--- src/rtl/stopwatch_core.sv ---
// rtl/stopwatch_core.sv - run/pause/clear stopwatch engine, BCD count 00:00:00..99:59:59
// Optional lap-hold display freeze is enabled by defining LAP_HOLD_EN.
module stopwatch_core #(
  parameter int TICK_DIV = 50000000
) (
  input  logic       clk,
  input  logic       rst_n,
  input  logic       key_ss,
  input  logic       key_clr,
`ifdef LAP_HOLD_EN
  input  logic       key_lap,
  output logic       lap_active,
`endif
  output logic [3:0] hr_h,
  output logic [3:0] hr_l,
  output logic [3:0] min_h,
  output logic [3:0] min_l,
  output logic [3:0] sec_h,
  output logic [3:0] sec_l,
  output logic       running,
  output logic       tick,
  output logic       wrap
);

  localparam int PW = $clog2(TICK_DIV);
  localparam logic [PW-1:0] PRESC_MAX = PW'(TICK_DIV - 1);

  localparam logic [1:0] S_IDLE  = 2'd0;
  localparam logic [1:0] S_RUN   = 2'd1;
  localparam logic [1:0] S_PAUSE = 2'd2;

  // Digit index 0 = sec_l ... 5 = hr_h; per-digit rollover value.
  localparam logic [5:0][3:0] DIGIT_MAX = {4'd9, 4'd9, 4'd5, 4'd9, 4'd5, 4'd9};

  logic [1:0]      state_q, state_d;
  logic            ss_dly_q, clr_dly_q;
  logic            ss_press, clr_press;
  logic [PW-1:0]   presc_q, presc_d;
  logic [5:0][3:0] cnt_q, cnt_d;
  logic            inc, carry;
  logic            tick_q, wrap_q, running_q;
  logic [5:0][3:0] disp;

  assign ss_press  = key_ss  & ~ss_dly_q;
  assign clr_press = key_clr & ~clr_dly_q;

  always_comb begin
    state_d = state_q;
    case (state_q)
      S_IDLE:  if (ss_press) state_d = S_RUN;
      S_RUN:   if (ss_press) state_d = S_PAUSE;
      S_PAUSE: begin
        if (clr_press)     state_d = S_IDLE;
        else if (ss_press) state_d = S_RUN;
      end
      default: state_d = S_IDLE;
    endcase
  end

  // A start/stop press in RUN pauses before the prescaler can advance.
  assign inc = (state_q == S_RUN) && !ss_press && (presc_q == PRESC_MAX);

  always_comb begin
    presc_d = presc_q;
    if (state_d == S_IDLE)
      presc_d = '0;
    else if (state_q == S_RUN && !ss_press)
      presc_d = inc ? '0 : presc_q + 1'b1;
  end

  always_comb begin
    cnt_d = cnt_q;
    carry = 1'b0;
    if (state_d == S_IDLE) begin
      cnt_d = '0;
    end else if (inc) begin
      carry = 1'b1;
      for (int i = 0; i < 6; i++) begin
        if (carry) begin
          if (cnt_q[i] == DIGIT_MAX[i]) begin
            cnt_d[i] = 4'd0;
          end else begin
            cnt_d[i] = cnt_q[i] + 4'd1;
            carry    = 1'b0;
          end
        end
      end
    end
  end

  always_ff @(posedge clk or negedge rst_n) begin
    if (!rst_n) begin
      state_q   <= S_IDLE;
      ss_dly_q  <= 1'b1;
      clr_dly_q <= 1'b1;
      presc_q   <= '0;
      cnt_q     <= '0;
      tick_q    <= 1'b0;
      wrap_q    <= 1'b0;
      running_q <= 1'b0;
    end else begin
      state_q   <= state_d;
      ss_dly_q  <= key_ss;
      clr_dly_q <= key_clr;
      presc_q   <= presc_d;
      cnt_q     <= cnt_d;
      tick_q    <= inc;
      wrap_q    <= inc & carry;
      running_q <= (state_d == S_RUN);
    end
  end

`ifdef LAP_HOLD_EN
  logic            lap_dly_q, lap_press;
  logic            lap_q, lap_d;
  logic [5:0][3:0] disp_q;

  assign lap_press = key_lap & ~lap_dly_q;

  always_comb begin
    lap_d = lap_q;
    if (state_d == S_IDLE)
      lap_d = 1'b0;
    else if (state_q == S_RUN && lap_press)
      lap_d = ~lap_q;
  end

  always_ff @(posedge clk or negedge rst_n) begin
    if (!rst_n) begin
      lap_dly_q <= 1'b1;
      lap_q     <= 1'b0;
      disp_q    <= '0;
    end else begin
      lap_dly_q <= key_lap;
      lap_q     <= lap_d;
      disp_q    <= lap_d ? disp_q : cnt_d;
    end
  end

  assign lap_active = lap_q;
  assign disp       = disp_q;
`else
  assign disp = cnt_q;
`endif

  assign sec_l   = disp[0];
  assign sec_h   = disp[1];
  assign min_l   = disp[2];
  assign min_h   = disp[3];
  assign hr_l    = disp[4];
  assign hr_h    = disp[5];
  assign running = running_q;
  assign tick    = tick_q;
  assign wrap    = wrap_q;

endmodule

--- config.mk ---
export PLATFORM = sky130hd
export DESIGN_NAME = stopwatch_core
export DESIGN_NICKNAME = d
export VERILOG_FILES = /design/src/rtl/stopwatch_core.sv
export SDC_FILE = /design/constraint.sdc
export NUM_CORES = 1
export LEC_CHECK = 0
export BUFFER_PORTS_ARGS = -buffer_cell sky130_fd_sc_hd__buf_2
export CORE_AREA = 4 4 100 102
export DETAILED_ROUTE_END_ITERATION = 10
export DIE_AREA = 0 0 104 106
export GPL_TIMING_DRIVEN = 0
export SYNTH_ARGS = -nofsm -noshare
export SYNTH_HDL_FRONTEND = slang
export SYNTH_SLANG_ARGS = --single-unit
--- constraint.sdc ---
create_clock -name clk -period 3.75 [get_ports clk]
set_input_delay 0 -clock clk [delete_from_list [all_inputs] [get_ports clk]]
set_output_delay 0 -clock clk [all_outputs]
set_load 0.05 [all_outputs]
==> results of run 1 <==
cells in the final DEF, fill, tap and decap left out, types with 10 or more instances in the layout:
| cell type | n |
|---|---|
| sky130_fd_sc_hd__clkbuf_8 | 12 |
| sky130_fd_sc_hd__ha_1 | 13 |
| sky130_fd_sc_hd__clkbuf_1 | 10 |
| sky130_fd_sc_hd__a21oi_1 | 19 |
| sky130_fd_sc_hd__or3_1 | 11 |
| sky130_fd_sc_hd__nand2_1 | 33 |
| sky130_fd_sc_hd__nand4_1 | 15 |
| sky130_fd_sc_hd__or4_1 | 12 |
| sky130_fd_sc_hd__dfrtp_1 | 55 |
| sky130_fd_sc_hd__nor2_1 | 34 |
| sky130_fd_sc_hd__xor2_1 | 14 |
| sky130_fd_sc_hd__nand3_1 | 14 |
| sky130_fd_sc_hd__o21ai_0 | 19 |
| sky130_fd_sc_hd__buf_2 | 30 |
per-stage QoR:
stage | area [sq um] | utilization (%) | cells | total power (W)
after floorplan | 3102 | - | 329 | 0.0008133
after global placement | 3391 | 37.23 | 470 | 0.0008898
after detailed placement | 3391 | 37.23 | 470 | 0.0008931
after CTS | 3602 | 39.55 | 488 | 0.001433
after global routing | 3605 | 39.57 | 488 | 0.001480
final | 3605 | 39.57 | 488 | 0.001405
power by group:
part	internal [W]	total [W]	switching (W)
registers	0.000636	0.000661	0.0000255
logic	0.0000558	0.000218	0.000162
clock network	0.000289	0.000526	0.000237
total	0.000981	0.00140	0.000424
layer usage:
layer	global-route usage (%)	share of wire [%]	vias up
met5	0	0	-
met4	4.843	0.81	0
met3	4.189	4.4	6
met2	23.68	50	48
met1	16.93	45	1274
li1	-	-	1279
flip-flops by register name, indices dropped and copies added (netlist names), 2 cells and up:
name     cells
sec_h        4
min_l        4
min_h        4
sec_l        4
state_q      2
hr_h         4
presc_q     26
hr_l         4
cell usage after synthesis (all sizes together) (3+ instances only):
| cell type | instances | area [sq um] |
|---|---|---|
| ha | 13 | 162.7 |
| clkbuf | 9 | 33.78 |
| nor2b | 4 | 25.02 |
| xnor2 | 6 | 52.55 |
| nand4 | 15 | 93.84 |
| or4b | 4 | 40.04 |
| o21ai | 19 | 95.09 |
| xor2 | 14 | 122.6 |
| or4 | 13 | 101.4 |
| inv | 9 | 33.78 |
| nand2 | 33 | 123.9 |
| nand3 | 14 | 70.07 |
| nor4 | 3 | 18.77 |
| nor3 | 4 | 20.02 |
| dfrtp | 55 | 1376 |
| nor2 | 34 | 127.6 |
| a31oi | 3 | 18.77 |
| mux2i | 5 | 50.05 |
| nor4b | 3 | 26.28 |
| and3b | 4 | 35.03 |
| nand2b | 3 | 26.27 |
| or3 | 11 | 68.82 |
| a21oi | 19 | 95.09 |
worst min path at each step:
stage	cells after the start	start	to	slack, ps
after global placement	1	key_clr	clr_dly_q$_DFF_PN1_	120
after CTS	2	key_clr	clr_dly_q$_DFF_PN1_	320
after global routing	2	key_clr	clr_dly_q$_DFF_PN1_	330
final	2	rst_n	sec_l[1]$_DFFE_PN0P_	250
after floorplan	0	rst_n	hr_h[0]$_DFFE_PN0P_	-300
after detailed placement	1	key_clr	clr_dly_q$_DFF_PN1_	130
final cells by class:
cell class              count  area [sq um]
plain buffers              11         42.54
clock buffers              13         168.9
clock inverters             2         12.51
fillers                   936          5504
inverters                   9         33.78
multi-input cells         252          1597
flip-flops and latches     57          1429
well taps                 111         138.9
repair buffers             33         182.7
timing repair:
item | in CTS | in global routing
hold endpoints to repair | 9 | 0
setup buffers | 0 | 0
hold buffers | 3 | 0
logic make-up (layout without fill, tap and decap cells):
family | after synthesis | count (layout)
AND/OR/NAND/NOR | 159 | 159
flip-flops | 57 | 57
AO/OA/AOI/OAI | 55 | 55
XOR/XNOR | 20 | 20
buffers and inverters | 20 | 68
adder cells (fa/ha/maj) | 13 | 13
multiplexers | 5 | 5
==> tab_implementation.tex, run 1 <==
\begin{tabular}{lr}
\hline
Metric & Value \\
\hline
\multicolumn{2}{l}{\textbf{Detailed routing}} \\
\quad Antenna-violating nets left & 0 \\
\quad First-pass iteration count of the detailed router & 4 \\
\quad Vias per inst & 5.342 \\
\quad Wire length reported by the detailed router & 7.155 mm \\
\quad Total number of vias & 2607 \\
\quad DR iter-0 viols & 129 \\
\quad Drt drc & 0 \\
\quad Average wire per cell in the routed design & 14.66 microns \\
\multicolumn{2}{l}{\textbf{Worst setup path}} \\
\quad Worst reg2reg setup slack & 840 ps \\
\quad Maximum net fanout on the critical path & 10 \\
\quad Crit path max-delay cell type & sky130\_fd\_sc\_hd\_\_or4\_4 \\
\quad Crit path launch type & flip-flop \\
\quad Most frequent cell on the critical path & sky130\_fd\_sc\_hd\_\_clkbuf\_1 \\
\quad Levels on crit path & 8 \\
\quad Maximum cell stage delay along the critical path & 450 ps \\
\quad WS Path Type & flip-flop to flip-flop \\
\quad FF-to-FF path depth & 8 \\
\quad Startpoint of the worst register-to-register path & presc\_q[0]\$\_DFFE\_PN0P\_ \\
\quad Cell family with most CP delay & simple AND/OR/NAND/NOR gates \\
\quad Crit path required time & 3950 ps \\
\quad Arrival time at the worst endpoint & 3110 ps \\
\quad CP Launch Point & presc\_q[0]\$\_DFFE\_PN0P\_ \\
\quad Capturing instance or port of the critical path & presc\_q[2]\$\_DFFE\_PN0P\_ \\
\quad Ordered cell list for the critical path & ha\_1 > nand4\_1 > or4\_4 > or3\_1 > clkbuf\_1 > nand2\_1 > clkbuf\_1 > nor2\_1 \\
\quad Crit end category & flip-flop \\
\quad Buffers plus inverters on the worst setup path & 2 \\
\quad Critical register-to-register path endpoint & presc\_q[2]\$\_DFFE\_PN0P\_ \\
\multicolumn{2}{l}{\textbf{Job}} \\
\quad Max-capacitance violation count & 0 \\
\multicolumn{2}{l}{\textbf{Synthesis}} \\
\quad Register bit total from synthesis & 57 \\
\quad Sequential cell area fraction in the yosys report & 46.07\% \\
\quad Share of synthesized registers carrying an async set or reset & 100.0\% \\
\quad Number of unique standard cell types used by synthesis & 47 \\
\quad Net count of the mapped netlist & 346 \\
\quad Cell count after synthesis & 329 \\
\quad Xor/xnor cell area share of the yosys netlist & 5.647\% \\
\quad Synthesized area divided by synthesized cell count & 9.428 sq um \\
\quad Synth Area in Compound Gates & 10.49\% \\
\quad Combined area of all synthesized cells & 3102 sq um \\
\quad Top\_reg\_cell synth & sky130\_fd\_sc\_hd\_\_dfrtp\_1 \\
\quad Count of yosys warnings during synthesis & 0 \\
\quad Largest family of logic cells by synthesized area & simple AND/OR/NAND/NOR gates \\
\quad Multiplexer share of the synthesized area & 1.614\% \\
\quad Number of enable-type register cells in the synthesized netlist & 0 \\
\quad Arithmetic-cell share of the synthesized area counting full adders, half adders and majority gates & 5.244\% \\
\quad Simple logic cell fraction of the synthesized area & 28.48\% \\
\multicolumn{2}{l}{\textbf{Timing}} \\
\quad Final Cycle Share & 77.71\% \\
\quad Unrepaired setup endpoints after global routing & no \\
\quad Endpoints failing setup & 0 \\
\quad Max-slew headroom at the worst pin & 39.21\% \\
\quad Sum of negative setup slack & 0 ps \\
\quad Min Tclk post-route & 2914 ps \\
\quad Hold Violations, Final & 0 \\
\quad Least-Margin Pin Slew & 904.9 ps \\
\quad Highest Clock Rate & 343.2 MHz \\
\quad Final hold slack & 246.0 ps \\
\quad Final worst setup slack & 835.9 ps \\
\quad Slew Viols, Final & 0 \\
\quad Final worst clock skew & 9.285 ps \\
\multicolumn{2}{l}{\textbf{Place}} \\
\quad Number of I/O port buffers & 30 \\
\quad Final weighted congestion in routability-driven placement & 0.7901 \\
\quad Setup slack after placement & 787.5 ps \\
\quad DP HPWL & 4.993 mm \\
\multicolumn{2}{l}{\textbf{Floorplan}} \\
\quad Count of pins on the block boundary & 31 \\
\quad Core area & 9109 sq um \\
\quad Starting density of the core & 34.05\% \\
\quad Standard-cell rows & 35 \\
\quad Die footprint & 11020 sq um \\
\quad Floorplan die height & 106 microns \\
\quad Die width & 104 microns \\
\multicolumn{2}{l}{\textbf{GRT}} \\
\quad Antenna violations before repair & 0 \\
\quad Number of global-route vias before repair & 2676 \\
\quad Global-route wire length before repair & 12.72 mm \\
\quad Residual overflow from global routing & 0 \\
\quad Maximum number of pins on one net before global-route repair & 58 \\
\quad Overall fraction of global-route tracks in use & 13.98\% \\
\multicolumn{2}{l}{\textbf{Pwr}} \\
\quad Maximum vdd ir drop & 0.0001685 V \\
\quad Pwr per Cell Area & 389.7 nW/um\^{}2 \\
\quad Static leakage & 1.585 nW \\
\multicolumn{2}{l}{\textbf{Clock tree}} \\
\quad Post\_cts resized & 0 \\
\quad Clock transition at the registers of the reported paths & 70 ps \\
\quad Clk root buf & sky130\_fd\_sc\_hd\_\_clkbuf\_8 \\
\quad Clock latency on the worst-skew pair & 340 ps \\
\quad Clock Sinks & 57 \\
\quad Number of buffers inserted during clock tree synthesis & 9 \\
\quad H-tree depth reported by CTS & 3 \\
\quad Clock tree from TritonCTS & done \\
\quad Maximum number of buffers from clock root to sink & 2 \\
\multicolumn{2}{l}{\textbf{Layout}} \\
\quad Synth-to-Final Area Change & 16.22\% \\
\quad Share of post-route cells with drive strength above 1 & 13.53\% \\
\quad Number of antenna repair diodes & 0 \\
\quad NumNets Final & 390 \\
\multicolumn{2}{l}{\textbf{Worst hold path}} \\
\quad Hold crit path type & primary input to asynchronous set/reset pin \\
\multicolumn{2}{l}{\textbf{Run status}} \\
\quad Status & completed \\
\hline
\end{tabular}
Note: power is estimated with default switching activity, not from simulation.
==> run 2, diff against run 1 <==
Settings changed: ABC_AREA from default to 1, CORE_AREA 4 4 100 102 to 4 4 107 109, DIE_AREA 0 0 104 106 to 0 0 111 113.
Clock period 3.75 ns to 2.85 ns, I/O delays scaled along.
==> run 2 against run 1 <==
Net effect:
- combinational power increased to 4.6 times the previous value
- sequential share of layout area decreased by 4.9 points
- worst setup slack got worse by 27 ps
- synthesized cell count increased by 52%
- highest routed layer unchanged
- final cell count increased by 41%
- non-clock buffer count decreased by 2
- sequential power increased by 41%
- largest power group is now combinational logic
==> tab_implementation.tex, run 2 <==
\begin{tabular}{lr}
\hline
Metric & Value \\
\hline
\multicolumn{2}{l}{\textbf{Detailed routing}} \\
\quad Wire length reported by the detailed router & 8.735 mm \\
\quad Vias per inst & 4.773 \\
\quad First-pass iteration count of the detailed router & 4 \\
\quad Total number of vias & 3274 \\
\quad Antenna-violating nets left & 0 \\
\quad DR iter-0 viols & 154 \\
\quad Drt drc & 0 \\
\quad Average wire per cell in the routed design & 12.73 microns \\
\multicolumn{2}{l}{\textbf{Pwr}} \\
\quad Pwr Total & 0.002638 W \\
\quad Sequential cell fraction of total power & 35.3\% \\
\quad Pwr per Cell Area & 642.1 nW/um\^{}2 \\
\quad Switching share of power & 43.32\% \\
\quad Int Power & 0.001495 W \\
\quad Switching power of the nets & 0.001143 W \\
\quad Maximum vdd ir drop & 0.0004224 V \\
\quad Share of power burned in combinational logic & 37.6\% \\
\quad Clk network pwr share & 27.1\% \\
\quad Static leakage & 1.972 nW \\
\multicolumn{2}{l}{\textbf{Synthesis}} \\
\quad Count of yosys warnings during synthesis & 0 \\
\quad Most frequent cells after synthesis & sky130\_fd\_sc\_hd\_\_nand2\_1, sky130\_fd\_sc\_hd\_\_nor2\_1, sky130\_fd\_sc\_hd\_\_dfrtp\_1 \\
\quad Most frequently used cell type in the post-synthesis netlist & sky130\_fd\_sc\_hd\_\_nand2\_1 \\
\quad Share of synthesized registers carrying an async set or reset & 100.0\% \\
\quad Register bit total from synthesis & 57 \\
\quad Area leader, netlist & sky130\_fd\_sc\_hd\_\_dfrtp\_1 \\
\quad Cell count after synthesis & 499 \\
\quad Cell types with the largest area share after synthesis & sky130\_fd\_sc\_hd\_\_dfrtp\_1, sky130\_fd\_sc\_hd\_\_nand2\_1, sky130\_fd\_sc\_hd\_\_nor2\_1, sky130\_fd\_sc\_hd\_\_nand3\_1, sky130\_fd\_sc\_hd\_\_ha\_1 \\
\quad Top\_reg\_cell synth & sky130\_fd\_sc\_hd\_\_dfrtp\_1 \\
\quad Synthesized area divided by synthesized cell count & 7.156 sq um \\
\quad Fraction of post-synthesis cell area in the top cell type by area & 38.54\% \\
\quad Sequential cell area fraction in the yosys report & 40.01\% \\
\quad Net count of the mapped netlist & 516 \\
\quad Combined area of all synthesized cells & 3571 sq um \\
\quad Number of unique standard cell types used by synthesis & 32 \\
\quad Number of enable-type register cells in the synthesized netlist & 0 \\
\multicolumn{2}{l}{\textbf{Floorplan}} \\
\quad Count of pins on the block boundary & 31 \\
\quad Die width & 111 microns \\
\quad Floorplan die height & 113 microns \\
\quad Core area & 10600 sq um \\
\quad Starting density of the core & 33.68\% \\
\quad Standard-cell rows & 38 \\
\quad Die footprint & 12540 sq um \\
\multicolumn{2}{l}{\textbf{Clock tree}} \\
\quad Maximum number of buffers from clock root to sink & 2 \\
\quad Number of buffers inserted by hold repair at cts & 2 \\
\quad Clk root buf & sky130\_fd\_sc\_hd\_\_clkbuf\_8 \\
\quad Clock Sinks & 57 \\
\quad Post-CTS setup buffer count & 0 \\
\quad Clock transition at the registers of the reported paths & 70 ps \\
\quad Number of buffers inserted during clock tree synthesis & 9 \\
\quad Post\_cts resized & 0 \\
\quad H-tree depth reported by CTS & 3 \\
\quad Clock latency on the worst-skew pair & 340 ps \\
\quad Clock tree from TritonCTS & done \\
\multicolumn{2}{l}{\textbf{Worst setup path}} \\
\quad Crit path launch type & flip-flop \\
\quad Maximum net fanout on the critical path & 10 \\
\quad Cell family with most CP delay & simple AND/OR/NAND/NOR gates \\
\quad Maximum cell stage delay along the critical path & 370 ps \\
\quad Buffers plus inverters on the worst setup path & 1 \\
\quad Crit path max-delay cell type & sky130\_fd\_sc\_hd\_\_dfrtp\_1 \\
\quad WS Path Type & flip-flop to flip-flop \\
\quad Ordered cell list for the critical path & ha\_1 > nand2\_2 > nor2\_4 > nand2\_2 > nor2\_4 > nand3\_4 > nand2\_4 > buf\_6 > nand2\_4 > nand2\_1 > o21ai\_2 \\
\quad Crit end category & flip-flop \\
\quad Arrival time at the worst endpoint & 2280 ps \\
\quad Crit path required time & 3090 ps \\
\quad Worst reg2reg setup slack & 810 ps \\
\multicolumn{2}{l}{\textbf{Place}} \\
\quad Placed instance count & 669 \\
\quad Final weighted congestion in routability-driven placement & 0.8601 \\
\quad Number of I/O port buffers & 30 \\
\quad DP HPWL & 6.373 mm \\
\multicolumn{2}{l}{\textbf{Layout}} \\
\quad Flip-flop count of the largest register after layout & 26 \\
\quad Finished Layout Cells & 686 \\
\quad Share of post-route cells with drive strength above 1 & 13.92\% \\
\quad NumNets Final & 560 \\
\quad Most frequent cells in the layout & sky130\_fd\_sc\_hd\_\_nand2\_1, sky130\_fd\_sc\_hd\_\_nor2\_1, sky130\_fd\_sc\_hd\_\_dfrtp\_1 \\
\quad Synth-to-Final Area Change & 15.03\% \\
\quad Number of antenna repair diodes & 0 \\
\quad Reg with most FFs & presc\_q \\
\quad Most common cell after layout, fill and taps aside & sky130\_fd\_sc\_hd\_\_nand2\_1 \\
\multicolumn{2}{l}{\textbf{Job}} \\
\quad Max-capacitance violation count & 0 \\
\multicolumn{2}{l}{\textbf{GRT}} \\
\quad Overall fraction of global-route tracks in use & 14.67\% \\
\quad Met3 Resource Use GR & 2.460\% \\
\quad Global-route wire length before repair & 14.94 mm \\
\quad Residual overflow from global routing & 0 \\
\quad Global-route met2 utilization & 24.23\% \\
\quad Number of global-route vias before repair & 3141 \\
\quad Busiest layer in global routing & met2 \\
\quad Met1 Usage GRT & 19.10\% \\
\quad Antenna violations before repair & 0 \\
\quad Maximum number of pins on one net before global-route repair & 58 \\
\multicolumn{2}{l}{\textbf{Worst hold path}} \\
\quad Hold crit path type & primary input to asynchronous set/reset pin \\
\multicolumn{2}{l}{\textbf{Timing}} \\
\quad Hold Violations, Final & 0 \\
\quad Final hold slack & 275.0 ps \\
\quad Unrepaired setup endpoints after global routing & no \\
\quad Least-Margin Pin Slew & 752.3 ps \\
\quad Final Cycle Share & 71.61\% \\
\quad Highest Clock Rate & 490.0 MHz \\
\quad Final worst clock skew & 11.34 ps \\
\quad Slew Viols, Final & 0 \\
\quad Sum of negative setup slack & 0 ps \\
\quad Max-slew headroom at the worst pin & 49.85\% \\
\quad Endpoints failing setup & 0 \\
\quad Min Tclk post-route & 2041 ps \\
\multicolumn{2}{l}{\textbf{Run status}} \\
\quad Status & completed \\
\hline
\end{tabular}
-- run 2: cell count changes after synthesis, moves of 5 or more --
cell	change
sky130_fd_sc_hd__nand2_1	+120
sky130_fd_sc_hd__or4_1	-12
sky130_fd_sc_hd__nor2_1	+44
sky130_fd_sc_hd__o21ai_0	-9
sky130_fd_sc_hd__nand3_1	+39
sky130_fd_sc_hd__a21oi_1	-5
sky130_fd_sc_hd__clkbuf_1	-8
sky130_fd_sc_hd__or3_1	-11
sky130_fd_sc_hd__inv_1	+34
sky130_fd_sc_hd__o21ai_1	+8
-- run 2: path summary, 6_finish.rpt --
check	start	end	cells past startpoint
worst min register to register	presc_q[1]$_DFFE_PN0P_	presc_q[1]$_DFFE_PN0P_	2
min in group clk	key_clr	clr_dly_q$_DFF_PN1_	2
max in group asynchronous	rst_n	sec_l[2]$_DFFE_PN0P_	2
worst max register to register	presc_q[0]$_DFFE_PN0P_	sec_h[3]$_DFFE_PN0P_	11
worst max-delay path	presc_q[0]$_DFFE_PN0P_	sec_h[3]$_DFFE_PN0P_	11
worst min-delay path	rst_n	state_q[1]$_DFF_PN0_	2
-- run 2: power groups by stage --
stage,Sequential [W],Combinational [W],Clock (W)
floorplan,0.00107,0.000582,0
global placement,0.000944,0.000997,0
detailed placement,0.000945,0.00101,0
CTS,0.000931,0.00101,0.000739
global route,0.000941,0.00111,0.000775
finish,0.000930,0.000992,0.000716
-- run 2: per-stage QoR --
stage	utilization [%]	area (sq um)	setup WS (ps)
finish	38.74	4108	809.2
global route	38.74	4108	623.8
global placement	36.75	3896	819.1
CTS	38.62	4095	780.3
floorplan	-	3571	846.6
detailed placement	36.75	3896	803.4
-- run 2: final cells by class --
| cell class | count | area, sq um |
|---|---|---|
| clock buffers | 12 | 165.2 |
| inverters | 47 | 176.4 |
| repair buffers | 33 | 182.7 |
| plain buffers | 9 | 61.31 |
| clock inverters | 2 | 13.76 |
| fillers | 1103 | 6495 |
| well taps | 140 | 175.2 |
| flip-flops and latches | 57 | 1429 |
| multi-input cells | 386 | 1904 |
-- run 2: logic make-up (layout without fill, tap and decap cells) --
family | Yosys count | after routing | synth area share (%)
DFF | 57 | 57 | 40.01
AOI/OAI and AO/OA | 36 | 36 | 5.326
xor gates and xnor gates | 18 | 18 | 4.415
and+or+nand+nor | 318 | 318 | 38.75
buffers and inverters | 56 | 103 | 6.657
adders and majority gates | 13 | 13 | 4.555
muxes | 1 | 1 | 0.2803
-- run 2: layer usage --
metal | vias up | wire length [microns]
li1 | 1677 | -
met3 | 11 | 237
met4 | 0 | 165
met2 | 48 | 4058
met5 | - | 0
met1 | 1538 | 4273
==> run 3, diff against run 2 <==
Clock period 2.85 ns to 1.63 ns, I/O delays scaled along.
==> run 3 against run 2 <==
Net effect:
- the run now ends with negative setup slack left
- cell area increased by 24%
- die area did not move
- clock-buffer cell count up 2
- power rose by 150%
- critical path depth shrank 1
- worst setup slack worse by 930 ps
- clock power is 120% higher
- wire length increased by 15%
- global-route usage rose by 1.4 points
- via count increased by 9.4%
- register-to-register slack got worse by 930 ps
- non-clock buffer count grew 49
- highest routed layer unchanged
==> tab_implementation.tex, run 3 (synthesized netlist as in run 2, its figures left out) <==
\begin{tabular}{lr}
\hline
Metric & Value \\
\hline
\multicolumn{2}{l}{\textbf{Clock tree}} \\
\quad H-tree depth reported by CTS & 3 \\
\quad Clock tree from TritonCTS & done \\
\quad Clk root buf & sky130\_fd\_sc\_hd\_\_clkbuf\_8 \\
\quad Number of buffers inserted during clock tree synthesis & 9 \\
\quad Clock transition at the registers of the reported paths & 60 ps \\
\quad Clock latency on the worst-skew pair & 350 ps \\
\quad Maximum number of buffers from clock root to sink & 2 \\
\quad Clock Sinks & 57 \\
\multicolumn{2}{l}{\textbf{Worst setup path}} \\
\quad Ordered cell list for the critical path & nand2\_1 > nor2\_2 > nand2\_1 > nor2\_4 > nand3\_4 > nand2\_4 > buf\_8 > nand2\_8 > nand2\_2 > o21ai\_2 \\
\quad Arrival time at the worst endpoint & 1980 ps \\
\quad Crit path launch type & flip-flop \\
\quad FF-to-FF path depth & 10 \\
\quad Crit path max-delay cell type & sky130\_fd\_sc\_hd\_\_dfrtp\_1 \\
\quad Most frequent cell on the critical path & sky130\_fd\_sc\_hd\_\_nand2\_1 \\
\quad Crit path required time & 1860 ps \\
\quad Startpoint of the worst register-to-register path & presc\_q[14]\$\_DFFE\_PN0P\_ \\
\quad Crit end category & flip-flop \\
\quad Worst reg2reg setup slack & -120 ps \\
\quad Maximum net fanout on the critical path & 7 \\
\quad Critical register-to-register path endpoint & sec\_h[3]\$\_DFFE\_PN0P\_ \\
\quad Maximum cell stage delay along the critical path & 430 ps \\
\quad WS Path Type & flip-flop to flip-flop \\
\multicolumn{2}{l}{\textbf{Timing}} \\
\quad Min Tclk post-route & 1748 ps \\
\quad Hold Violations, Final & 0 \\
\quad Final worst clock skew & 10.36 ps \\
\quad Least-Margin Pin Slew & 760.0 ps \\
\quad Final hold slack & 276.1 ps \\
\quad Final Cycle Share & 107.2\% \\
\quad Unrepaired setup endpoints after global routing & yes \\
\quad Final worst setup slack & -118.1 ps \\
\quad Highest Clock Rate & 572.1 MHz \\
\quad Slew Viols, Final & 0 \\
\quad Sum of negative setup slack & -2664 ps \\
\quad Endpoints failing setup & 40 \\
\quad Max-slew headroom at the worst pin & 49.33\% \\
\multicolumn{2}{l}{\textbf{Floorplan}} \\
\quad Die footprint & 12540 sq um \\
\quad Die width & 111 microns \\
\quad Standard-cell rows & 38 \\
\quad Core area & 10600 sq um \\
\quad Floorplan die height & 113 microns \\
\quad Starting density of the core & 33.68\% \\
\quad Count of pins on the block boundary & 31 \\
\multicolumn{2}{l}{\textbf{Place}} \\
\quad Setup slack after placement & -346.0 ps \\
\quad DP HPWL & 6.257 mm \\
\quad Number of I/O port buffers & 30 \\
\quad Final weighted congestion in routability-driven placement & 0.9039 \\
\quad Placed instance count & 669 \\
\multicolumn{2}{l}{\textbf{GRT}} \\
\quad Number of global-route vias before repair & 3407 \\
\quad Residual overflow from global routing & 0 \\
\quad Antenna violations before repair & 0 \\
\quad Maximum number of pins on one net before global-route repair & 58 \\
\quad Overall fraction of global-route tracks in use & 16.07\% \\
\quad Global-route wire length before repair & 16.50 mm \\
\multicolumn{2}{l}{\textbf{Run status}} \\
\quad Status & complete, but fails checks \\
\quad Violated checks & negative setup slack \\
\multicolumn{2}{l}{\textbf{Detailed routing}} \\
\quad Total number of vias & 3583 \\
\quad Drt drc & 0 \\
\quad Average wire per cell in the routed design & 13.67 microns \\
\quad First-pass iteration count of the detailed router & 6 \\
\quad DR iter-0 viols & 164 \\
\quad Antenna-violating nets left & 0 \\
\quad Vias per inst & 4.862 \\
\quad Wire length reported by the detailed router & 10.07 mm \\
\multicolumn{2}{l}{\textbf{Job}} \\
\quad Max-capacitance violation count & 0 \\
\multicolumn{2}{l}{\textbf{Pwr}} \\
\quad Static leakage & 2.340 nW \\
\quad Maximum vdd ir drop & 0.001273 V \\
\quad Pwr per Cell Area & 1280 nW/um\^{}2 \\
\multicolumn{2}{l}{\textbf{Layout}} \\
\quad Flip-flop count of the largest register after layout & 26 \\
\quad Share of post-route cells with drive strength above 1 & 35.51\% \\
\quad FF+latch area & 1444 sq um \\
\quad Area of the multi-input gates & 2251 sq um \\
\quad Most common cell after layout, fill and taps aside & sky130\_fd\_sc\_hd\_\_nand2\_1 \\
\quad Post-route core utilization & 47.85\% \\
\quad Reg with most FFs & presc\_q \\
\quad Number of antenna repair diodes & 0 \\
\quad Number of fill cells & 1007 \\
\quad Finished Layout Cells & 737 \\
\quad Synth-to-Final Area Change & 42.08\% \\
\quad NumNets Final & 609 \\
\quad Most frequent cells in the layout & sky130\_fd\_sc\_hd\_\_nand2\_1, sky130\_fd\_sc\_hd\_\_nor2\_1, sky130\_fd\_sc\_hd\_\_nand3\_1 \\
\multicolumn{2}{l}{\textbf{Worst hold path}} \\
\quad Hold crit path type & primary input to asynchronous set/reset pin \\
\hline
\end{tabular}
-- run 3: cell count changes in the layout (fill, tap and decap cells not counted), moves of 8 or more --
cell | before | now
sky130_fd_sc_hd__nand3_1 | 53 | 45
sky130_fd_sc_hd__nand2_2 | 4 | 16
sky130_fd_sc_hd__nand2_4 | 2 | 10
sky130_fd_sc_hd__nand2_1 | 153 | 132
sky130_fd_sc_hd__buf_4 | 3 | 38
sky130_fd_sc_hd__nand3_2 | 0 | 8
sky130_fd_sc_hd__nor2_2 | 4 | 13
sky130_fd_sc_hd__nor2_1 | 78 | 60
sky130_fd_sc_hd__nor2_4 | 3 | 12
sky130_fd_sc_hd__inv_2 | 4 | 14
sky130_fd_sc_hd__buf_6 | 2 | 10
sky130_fd_sc_hd__dfrtp_1 | 55 | 43
sky130_fd_sc_hd__dfrtp_2 | 0 | 12
sky130_fd_sc_hd__inv_1 | 43 | 29
-- run 3: worst max-delay path: cells and delay by family (launching register included) --
kind | cells | cell delay [ps]
AOI/OAI and AO/OA | 1 | 50
buffers and inverters | 1 | 140
DFF | 1 | 430
and+or+nand+nor | 8 | 1010
-- run 3: cell type report --
| class | instances | share of cell area, % |
|---|---|---|
| Clock buffer | 14 | 3.206 |
| Inverter | 47 | 3.724 |
| Buffer | 9 | 2.441 |
| Multi-Input combinational cell | 386 | 44.36 |
| Sequential cell | 57 | 28.46 |
| Clock inverter | 2 | 1.184 |
| Timing Repair Buffer | 82 | 13.17 |
| Tap cell | 140 | 3.453 |
-- run 3: worst max-delay path by stage --
stage / end / cells past startpoint / slack [ps] / startpoint
final: sec_h[3]$_DFFE_PN0P_ / 10 / -120 / presc_q[14]$_DFFE_PN0P_
after global routing: sec_h[2]$_DFFE_PN0P_ / 11 / -230 / presc_q[0]$_DFFE_PN0P_
after CTS: min_l[1]$_DFFE_PN0P_ / 10 / -90 / presc_q[0]$_DFFE_PN0P_
after detailed placement: sec_h[3]$_DFFE_PN0P_ / 11 / -350 / presc_q[0]$_DFFE_PN0P_
after global placement: sec_h[3]$_DFFE_PN0P_ / 11 / -300 / presc_q[0]$_DFFE_PN0P_
after floorplan: hr_h[0]$_DFFE_PN0P_ / 12 / -140 / sec_l[0]$_DFFE_PN0P_
-- run 3: where the power goes --
part / switching [W] / leakage (nW) / total (W) / internal, W
Combinational: 0.00186 / 1.47 / 0.00331 / 0.00145
Clock: 0.000591 / 0.111 / 0.00154 / 0.000948
Sequential: 0.000121 / 0.763 / 0.00165 / 0.00153
Total: 0.00257 / 2.34 / 0.00649 / 0.00392
-- run 3: stage by stage --
stage,area (sq um),power (W)
global placement,3921,0.003399
floorplan,3596,0.002901
detailed placement,3921,0.003425
finish,5074,0.006495
CTS,4662,0.005750
global route,5074,0.006839
-- run 3: layer usage --
| layer | track usage, % | wire length [microns] |
|---|---|---|
| met4 | 5.911 | 261 |
| met5 | 0 | 0 |
| met1 | 21.32 | 4464 |
| met2 | 26.50 | 4763 |
| met3 | 2.727 | 583 |
-- run 3: what timing repair did --
action	4_1_cts	5_1_grt
setup buffers	25	20
endpoints found under the hold margin	3	55
gates cloned	2	2
pin swaps	19	33
resized for setup	71	60
hold buffers	2	1
endpoints found under the setup margin	52	51
